[src/rtl/ibex_rvfi_retire_fifo.sv]
// ibex_rvfi_retire_fifo
//
// Purpose: captures every Ibex RVFI retirement beat into a small flop FIFO and
// replays it on a valid/ready stream for the power-analysis trace sink. The
// core cannot be back-pressured, so beats arriving while the FIFO is full
// (and not draining) are dropped and counted. The block also monitors
// rvfi_order continuity and raises a sticky error on any gap.
//
// Optional feature: define RVFI_TRACE_MEM_EN to store and replay the memory
// address and {wmask, rmask} of each beat. Without it, trace_mem_* are 0 and
// the rvfi_mem_* inputs are ignored.
//
// Ports:
//   clk_i, rst_ni        clock, asynchronous active-low reset
//   rvfi_*_i             RVFI retirement beat (valid, order, pc, insn, trap,
//                        rd addr/data, mem addr/masks)
//   trace_valid_o/_ready_i  head-entry handshake to the trace sink
//   trace_*_o            head entry fields (0 while the FIFO is empty)
//   trace_level_o        occupancy 0..Depth
//   drop_cnt_o           saturating count of beats lost to overflow
//   order_err_o          sticky rvfi_order discontinuity flag
module ibex_rvfi_retire_fifo #(
    parameter int unsigned Depth    = 8,
    parameter int unsigned DropCntW = 16,
    localparam int unsigned LvlW    = $clog2(Depth + 1)
) (
    input  logic                clk_i,
    input  logic                rst_ni,
    input  logic                rvfi_valid_i,
    input  logic [63:0]         rvfi_order_i,
    input  logic [31:0]         rvfi_pc_rdata_i,
    input  logic [31:0]         rvfi_insn_i,
    input  logic                rvfi_trap_i,
    input  logic [4:0]          rvfi_rd_addr_i,
    input  logic [31:0]         rvfi_rd_wdata_i,
    input  logic [31:0]         rvfi_mem_addr_i,
    input  logic [3:0]          rvfi_mem_rmask_i,
    input  logic [3:0]          rvfi_mem_wmask_i,
    output logic                trace_valid_o,
    input  logic                trace_ready_i,
    output logic [31:0]         trace_pc_o,
    output logic [31:0]         trace_insn_o,
    output logic                trace_trap_o,
    output logic [4:0]          trace_rd_addr_o,
    output logic [31:0]         trace_rd_wdata_o,
    output logic [31:0]         trace_mem_addr_o,
    output logic [7:0]          trace_mem_mask_o,
    output logic [LvlW-1:0]     trace_level_o,
    output logic [DropCntW-1:0] drop_cnt_o,
    output logic                order_err_o
);

    localparam int unsigned AddrW = $clog2(Depth);
    localparam int unsigned PtrW  = AddrW + 1;

    typedef enum logic {
        S_IDLE,
        S_TRACK
    } order_state_t;

    // Entry storage: data flops carry no reset; outputs are masked while empty.
    logic [31:0] r_pc    [Depth];
    logic [31:0] r_insn  [Depth];
    logic        r_trap  [Depth];
    logic [4:0]  r_rd    [Depth];
    logic [31:0] r_wdata [Depth];

    logic [PtrW-1:0]     r_wr_ptr;
    logic [PtrW-1:0]     r_rd_ptr;
    logic [DropCntW-1:0] r_drop_cnt;
    order_state_t        r_state;
    logic [63:0]         r_last_order;
    logic                r_order_err;

    logic             w_empty;
    logic             w_full;
    logic             w_pop;
    logic             w_push;
    logic             w_drop;
    logic [AddrW-1:0] w_wr_addr;
    logic [AddrW-1:0] w_rd_addr;

    assign w_wr_addr = r_wr_ptr[AddrW-1:0];
    assign w_rd_addr = r_rd_ptr[AddrW-1:0];
    assign w_empty   = (r_wr_ptr == r_rd_ptr);
    assign w_full    = (r_wr_ptr[PtrW-1] != r_rd_ptr[PtrW-1]) &&
                       (w_wr_addr == w_rd_addr);
    assign w_pop     = !w_empty && trace_ready_i;
    // A same-cycle pop frees the slot, so a push on full is still accepted.
    assign w_push    = rvfi_valid_i && (!w_full || w_pop);
    assign w_drop    = rvfi_valid_i && w_full && !w_pop;

    always_ff @(posedge clk_i) begin
        if (w_push) begin
            r_pc[w_wr_addr]    <= rvfi_pc_rdata_i;
            r_insn[w_wr_addr]  <= rvfi_insn_i;
            r_trap[w_wr_addr]  <= rvfi_trap_i;
            r_rd[w_wr_addr]    <= rvfi_rd_addr_i;
            r_wdata[w_wr_addr] <= rvfi_rd_wdata_i;
        end
    end

    always_ff @(posedge clk_i or negedge rst_ni) begin
        if (!rst_ni) begin
            r_wr_ptr   <= '0;
            r_rd_ptr   <= '0;
            r_drop_cnt <= '0;
        end else begin
            if (w_push) r_wr_ptr <= r_wr_ptr + 1'b1;
            if (w_pop)  r_rd_ptr <= r_rd_ptr + 1'b1;
            if (w_drop && (r_drop_cnt != '1)) r_drop_cnt <= r_drop_cnt + 1'b1;
        end
    end

    // Order continuity: every beat counts, whether it was stored or dropped.
    always_ff @(posedge clk_i or negedge rst_ni) begin
        if (!rst_ni) begin
            r_state      <= S_IDLE;
            r_last_order <= '0;
            r_order_err  <= 1'b0;
        end else if (rvfi_valid_i) begin
            r_last_order <= rvfi_order_i;
            case (r_state)
                S_IDLE:  r_state <= S_TRACK;
                S_TRACK: if (rvfi_order_i != r_last_order + 64'd1) r_order_err <= 1'b1;
                default: r_state <= S_IDLE;
            endcase
        end
    end

    assign trace_valid_o    = !w_empty;
    assign trace_pc_o       = w_empty ? '0   : r_pc[w_rd_addr];
    assign trace_insn_o     = w_empty ? '0   : r_insn[w_rd_addr];
    assign trace_trap_o     = w_empty ? 1'b0 : r_trap[w_rd_addr];
    assign trace_rd_addr_o  = w_empty ? '0   : r_rd[w_rd_addr];
    assign trace_rd_wdata_o = w_empty ? '0   : r_wdata[w_rd_addr];
    assign trace_level_o    = LvlW'(r_wr_ptr - r_rd_ptr);
    assign drop_cnt_o       = r_drop_cnt;
    assign order_err_o      = r_order_err;

`ifdef RVFI_TRACE_MEM_EN
    logic [31:0] r_maddr [Depth];
    logic [7:0]  r_mmask [Depth];

    always_ff @(posedge clk_i) begin
        if (w_push) begin
            r_maddr[w_wr_addr] <= rvfi_mem_addr_i;
            r_mmask[w_wr_addr] <= {rvfi_mem_wmask_i, rvfi_mem_rmask_i};
        end
    end

    assign trace_mem_addr_o = w_empty ? '0 : r_maddr[w_rd_addr];
    assign trace_mem_mask_o = w_empty ? '0 : r_mmask[w_rd_addr];
`else
    // Memory fields are not captured in this build.
    logic w_unused_mem;
    assign w_unused_mem     = ^{rvfi_mem_addr_i, rvfi_mem_rmask_i, rvfi_mem_wmask_i};
    assign trace_mem_addr_o = '0;
    assign trace_mem_mask_o = '0;
`endif

endmodule

[config.mk]
export PLATFORM = sky130hd
export DESIGN_NAME = ibex_rvfi_retire_fifo
export DESIGN_NICKNAME = d
export VERILOG_FILES = /design/src/rtl/ibex_rvfi_retire_fifo.sv
export SDC_FILE = /design/constraint.sdc
export NUM_CORES = 1
export LEC_CHECK = 0
export ABC_AREA = 1
export CAP_MARGIN = 20
export CORE_UTILIZATION = 35
export DETAILED_ROUTE_END_ITERATION = 12
export GPL_ROUTABILITY_DRIVEN = 1
export PLACE_DENSITY_LB_ADDON = 0.15
export RECOVER_POWER = 50
export SLEW_MARGIN = 10
export SYNTH_ARGS = -nofsm -noshare
export SYNTH_HDL_FRONTEND = slang
export SYNTH_SLANG_ARGS = --single-unit
[constraint.sdc]
create_clock -name clk_i -period 7.9 [get_ports clk_i]
set_input_delay 1.185 -clock clk_i [delete_from_list [all_inputs] [get_ports clk_i]]
set_output_delay 1.185 -clock clk_i [all_outputs]
set_load 0.01 [all_outputs]
==> flow_summary_export.csv <==
group,metric,value,unit
place,portBuffers,293,
critical_path,cpPeakStageDelay,2620,ps
critical_path,cpMostUsedCell,"nor2_1",
place,pre_cts_slack,2683,ps
critical_path,critical_path_arrival,6830,ps
critical_path,critPathRequiredTime,8490,ps
floorplanning,die_w,333.4,µm
final_layout,drive_above_1_share,5.900,%
sta,fmax,0.1603,GHz
grt,top_usage_layer,"met2",
grt,grt_max_degree,167,
sta,final_hold_viol_count,0,
status,violations,"capacitance limit, slew limit",
grt,grt_pass1_vias,24793,
detailed_routing,vias,25516,
power_and_ir_drop,power_density,370.0,nW/µm²
final_layout,area_growth,19.73,%
grt,grt_use_met3,3.605,%
sta,period_share,78.95,%
sta,min_period,6237,ps
sta,slew_violations,148,
logic_synthesis,synth_cells,3406,
logic_synthesis,synth_cell_types,41,
floorplanning,rows,121,
place,dp.cells,4955,
floorplanning,io_pins,374,
grt,grt_util_met1,23.71,%
clock_network,clockRootBuffer,"clkbuf_16",
place,place_congestion,0.8961,
floorplanning,core,108900,µm²
final_layout,final_core_utilization,42.28,%
logic_synthesis,yosysWarnings,0,
critical_path,cpLargestDelayFamily,"buffers and inverters",
clock_network,cts_hold_buf,0,
clock_network,cts_tree,"yes",
floorplanning,start_util,35.31,%
final_layout,nNetsFinal,3862,
grt,antenna_found_initial,35,
critical_path,cp_max_fo,80,
floorplanning,fp.dieH,333.4,µm
final_layout,final_cells,5156,
grt,use_met2,30.39,%
clock_network,clkSinkCount,906,
grt,grt.overflow.total,0,
clock_network,cts_resized,0,
sta,finalWorstSetupSlack,1663,ps
worst_hold_path,hold_path_class,"register to register",
sta,fin_skew,42.53,ps
detailed_routing,dr.pass1.iters,6,
critical_path,crit_type,"input port to register",
critical_path,path_buf_inv,3,
logic_synthesis,synth_area,38430,µm²
power_and_ir_drop,leakage,15.94,nW
job,cap_violations,2,
floorplanning,die-area,111100,µm²
detailed_routing,ant_nets,0,
grt,globalRouteTotalUtil,18.26,%
logic_synthesis,avgSynthCellArea,11.28,µm²
grt,grt_pass1_wl,154.2,mm
clock_network,cts_buffer_depth,3,
clock_network,cts_buffers,101,
detailed_routing,routedWlPerCell,19.88,µm
critical_path,worstSetupStartpointType,"input port",
sta,setup_tns,0,ps
detailed_routing,vias_per_cell,4.949,
power_and_ir_drop,peakVddDrop,0.2656,mV
detailed_routing,wirelength,102.5,mm
clock_network,insertion_delay,710,ps
detailed_routing,route.detailed.drc,0,
sta,setup_viol,0,
critical_path,critPathSlowestCell,"clkbuf_1",
sta,max_slew_margin,-158.0,%
status,outcome,"complete, but fails checks",
sta,worstMarginPinSlew,3870,ps
place,dp_hpwl,53.70,mm
detailed_routing,drt_iter0_drc,1399,
logic_synthesis,synth-seq-area-share,69.61,%
sta,rsz0062_at_grt,"false",
clock_network,clkTransAtPathRegs,60,ps
critical_path,cp-end-kind,"register",
critical_path,crit_path_cell_trace,"buf_2 -> clkbuf_1 -> inv_2 -> nor2_1 -> nand2_2 -> nor2_1 -> nand3_1 -> nor3_1 -> xor2_1",
logic_synthesis,synth_seq_cells,906,
clock_network,htree_levels,3,
clock_network,cts_setup_buffers,0,
[routing by layer]
| layer | up-vias | part of all wire, % |
|---|---|---|
| li1 | 12376 | - |
| met1 | 12408 | 44 |
| met2 | 507 | 49 |
| met3 | 199 | 4.9 |
| met4 | 26 | 2.8 |
| met5 | - | 0.17 |
[metrics by stage]
step	hold slack [ps]	area, µm²	power (mW)
final	462.2	46020	17.03
after global routing	495.1	46000	18.04
after CTS	377.7	46000	17.32
after detailed placement	451.4	42710	12.65
after global placement	448.6	42710	12.65
after floorplan	437.2	38580	9.696
[synthesized netlist by cell type]
master    instances  area (µm²)
nor2_1          776        2913
buf_4            40       300.3
or2_2             2       12.51
o22ai_1         102       638.1
a31oi_1         102       638.1
nand2_2          10       62.56
dfrtp_1          90        2252
nor2_2            8       50.05
nand4_1          14       87.58
nor4_1            1       6.260
nand2_1         438        1644
xor2_1           76       665.6
ha_1              7       87.58
nor3_4            1       16.27
nor2_8            2       40.04
xnor2_1          22       192.7
nor3_2            2       20.02
nor2_4            8       90.09
nand2_4           6       67.56
nand3_1          32       160.2
edfxtp_1        816       24500
and3b_1           1       8.760
clkbuf_1        168       630.6
inv_1            95       356.6
o21ai_1           5       25.02
a21oi_1           4       20.02
clkinv_1          3       11.26
buf_2             2       10.01
o31ai_1           1       7.510
o21ai_0         527        2638
and2_1            1       6.260
conb_1            1       3.750
o21ai_2           2       17.52
nand3b_1          4       30.03
o21bai_1         10       75.07
fa_1              1       20.02
buf_1            12       45.04
nor3b_1           1       7.510
nand3_2           2       20.02
inv_2             1       3.750
nor3_1           10       50.05
[area by class of cell]
cell class              count  area [µm²]
fillers                 10278       62840
flip-flops and latches    906       26760
multi-input cells        2218       10530
repair buffers            318        3252
clock buffers             126        2674
well taps                1414        1769
clock inverters            62       609.3
inverters                  99       390.4
diodes                     13       32.53
[registers in the layout (all words and copies together) (netlist names)]
signal	flops
r_state	1
r_rd_ptr	4
r_wdata	256
drop_cnt_o	16
r_pc	256
r_rd	40
order_err_o	1
r_trap	8
r_wr_ptr	4
r_insn	256
r_last_order	64
[report_power, final]
part | switching (mW) | internal, mW | total (mW)
clock network | 1.91 | 2.70 | 4.61
registers | 0.241 | 5.96 | 6.20
logic | 3.91 | 2.30 | 6.22
total | 6.06 | 11.0 | 17.0
[worst reg2reg max path, stage by stage (launching register included)]
cell	delay (ps)
dfrtp_1	420
inv_6	480
ha_1	420
inv_1	90
nor3_1	60
nand3_1	110
nand2_1	90
inv_1	270
nand2_1	270
nor2_4	820
buf_12	570
[cell families after synthesis]
group / synth area share (%)
buf+inv: 3.532
compound gates: 10.56
fa+ha+maj: 0.2800
flops: 69.61
simple gates: 13.77
xor+xnor: 2.233
other cells: 0.009757
[placed cells by master (no fill, tap or decap), types with 7 or more instances in the layout]
| master | n |
|---|---|
| clkinv_1 | 29 |
| clkinv_2 | 17 |
| dlygate4sd3_1 | 102 |
| inv_1 | 93 |
| nor2_2 | 8 |
| o22ai_1 | 102 |
| nand2_1 | 438 |
| buf_12 | 12 |
| nand3_1 | 32 |
| clkbuf_16 | 103 |
| ha_1 | 7 |
| nand4_1 | 14 |
| nor2_4 | 16 |
| edfxtp_1 | 816 |
| a31oi_1 | 102 |
| nor2_1 | 768 |
| dfrtp_1 | 88 |
| nand2_2 | 10 |
| conb_1 | 40 |
| bufinv_16 | 9 |
| o21ai_0 | 527 |
| clkbuf_1 | 25 |
| nor3_1 | 10 |
| diode_2 | 13 |
| clkdlybuf4s50_1 | 189 |
| xor2_1 | 76 |
| buf_4 | 11 |
| o21bai_1 | 10 |
| xnor2_1 | 22 |
[final timing paths]
kind / slack [ps] / from / depth (start not counted) / to
hold reg to reg: 460 / order_err_o$_DFFE_PN0P_ / 2 / order_err_o$_DFFE_PN0P_
setup / recovery: 1660 / rvfi_valid_i / 9 / drop_cnt_o[14]$_DFFE_PN0P_
setup reg to reg: 3840 / r_rd_ptr[2]$_DFFE_PN0P_ / 10 / r_insn[7][20]$_DFFE_PP_
max in group asynchronous: 2730 / rst_ni / 2 / r_last_order[37]$_DFFE_PN0P_
hold / removal: 460 / order_err_o$_DFFE_PN0P_ / 2 / order_err_o$_DFFE_PN0P_
min in group asynchronous: 830 / rst_ni / 1 / drop_cnt_o[0]$_DFFE_PN0P_
No activity file was read; power rests on OpenSTA's default activity.
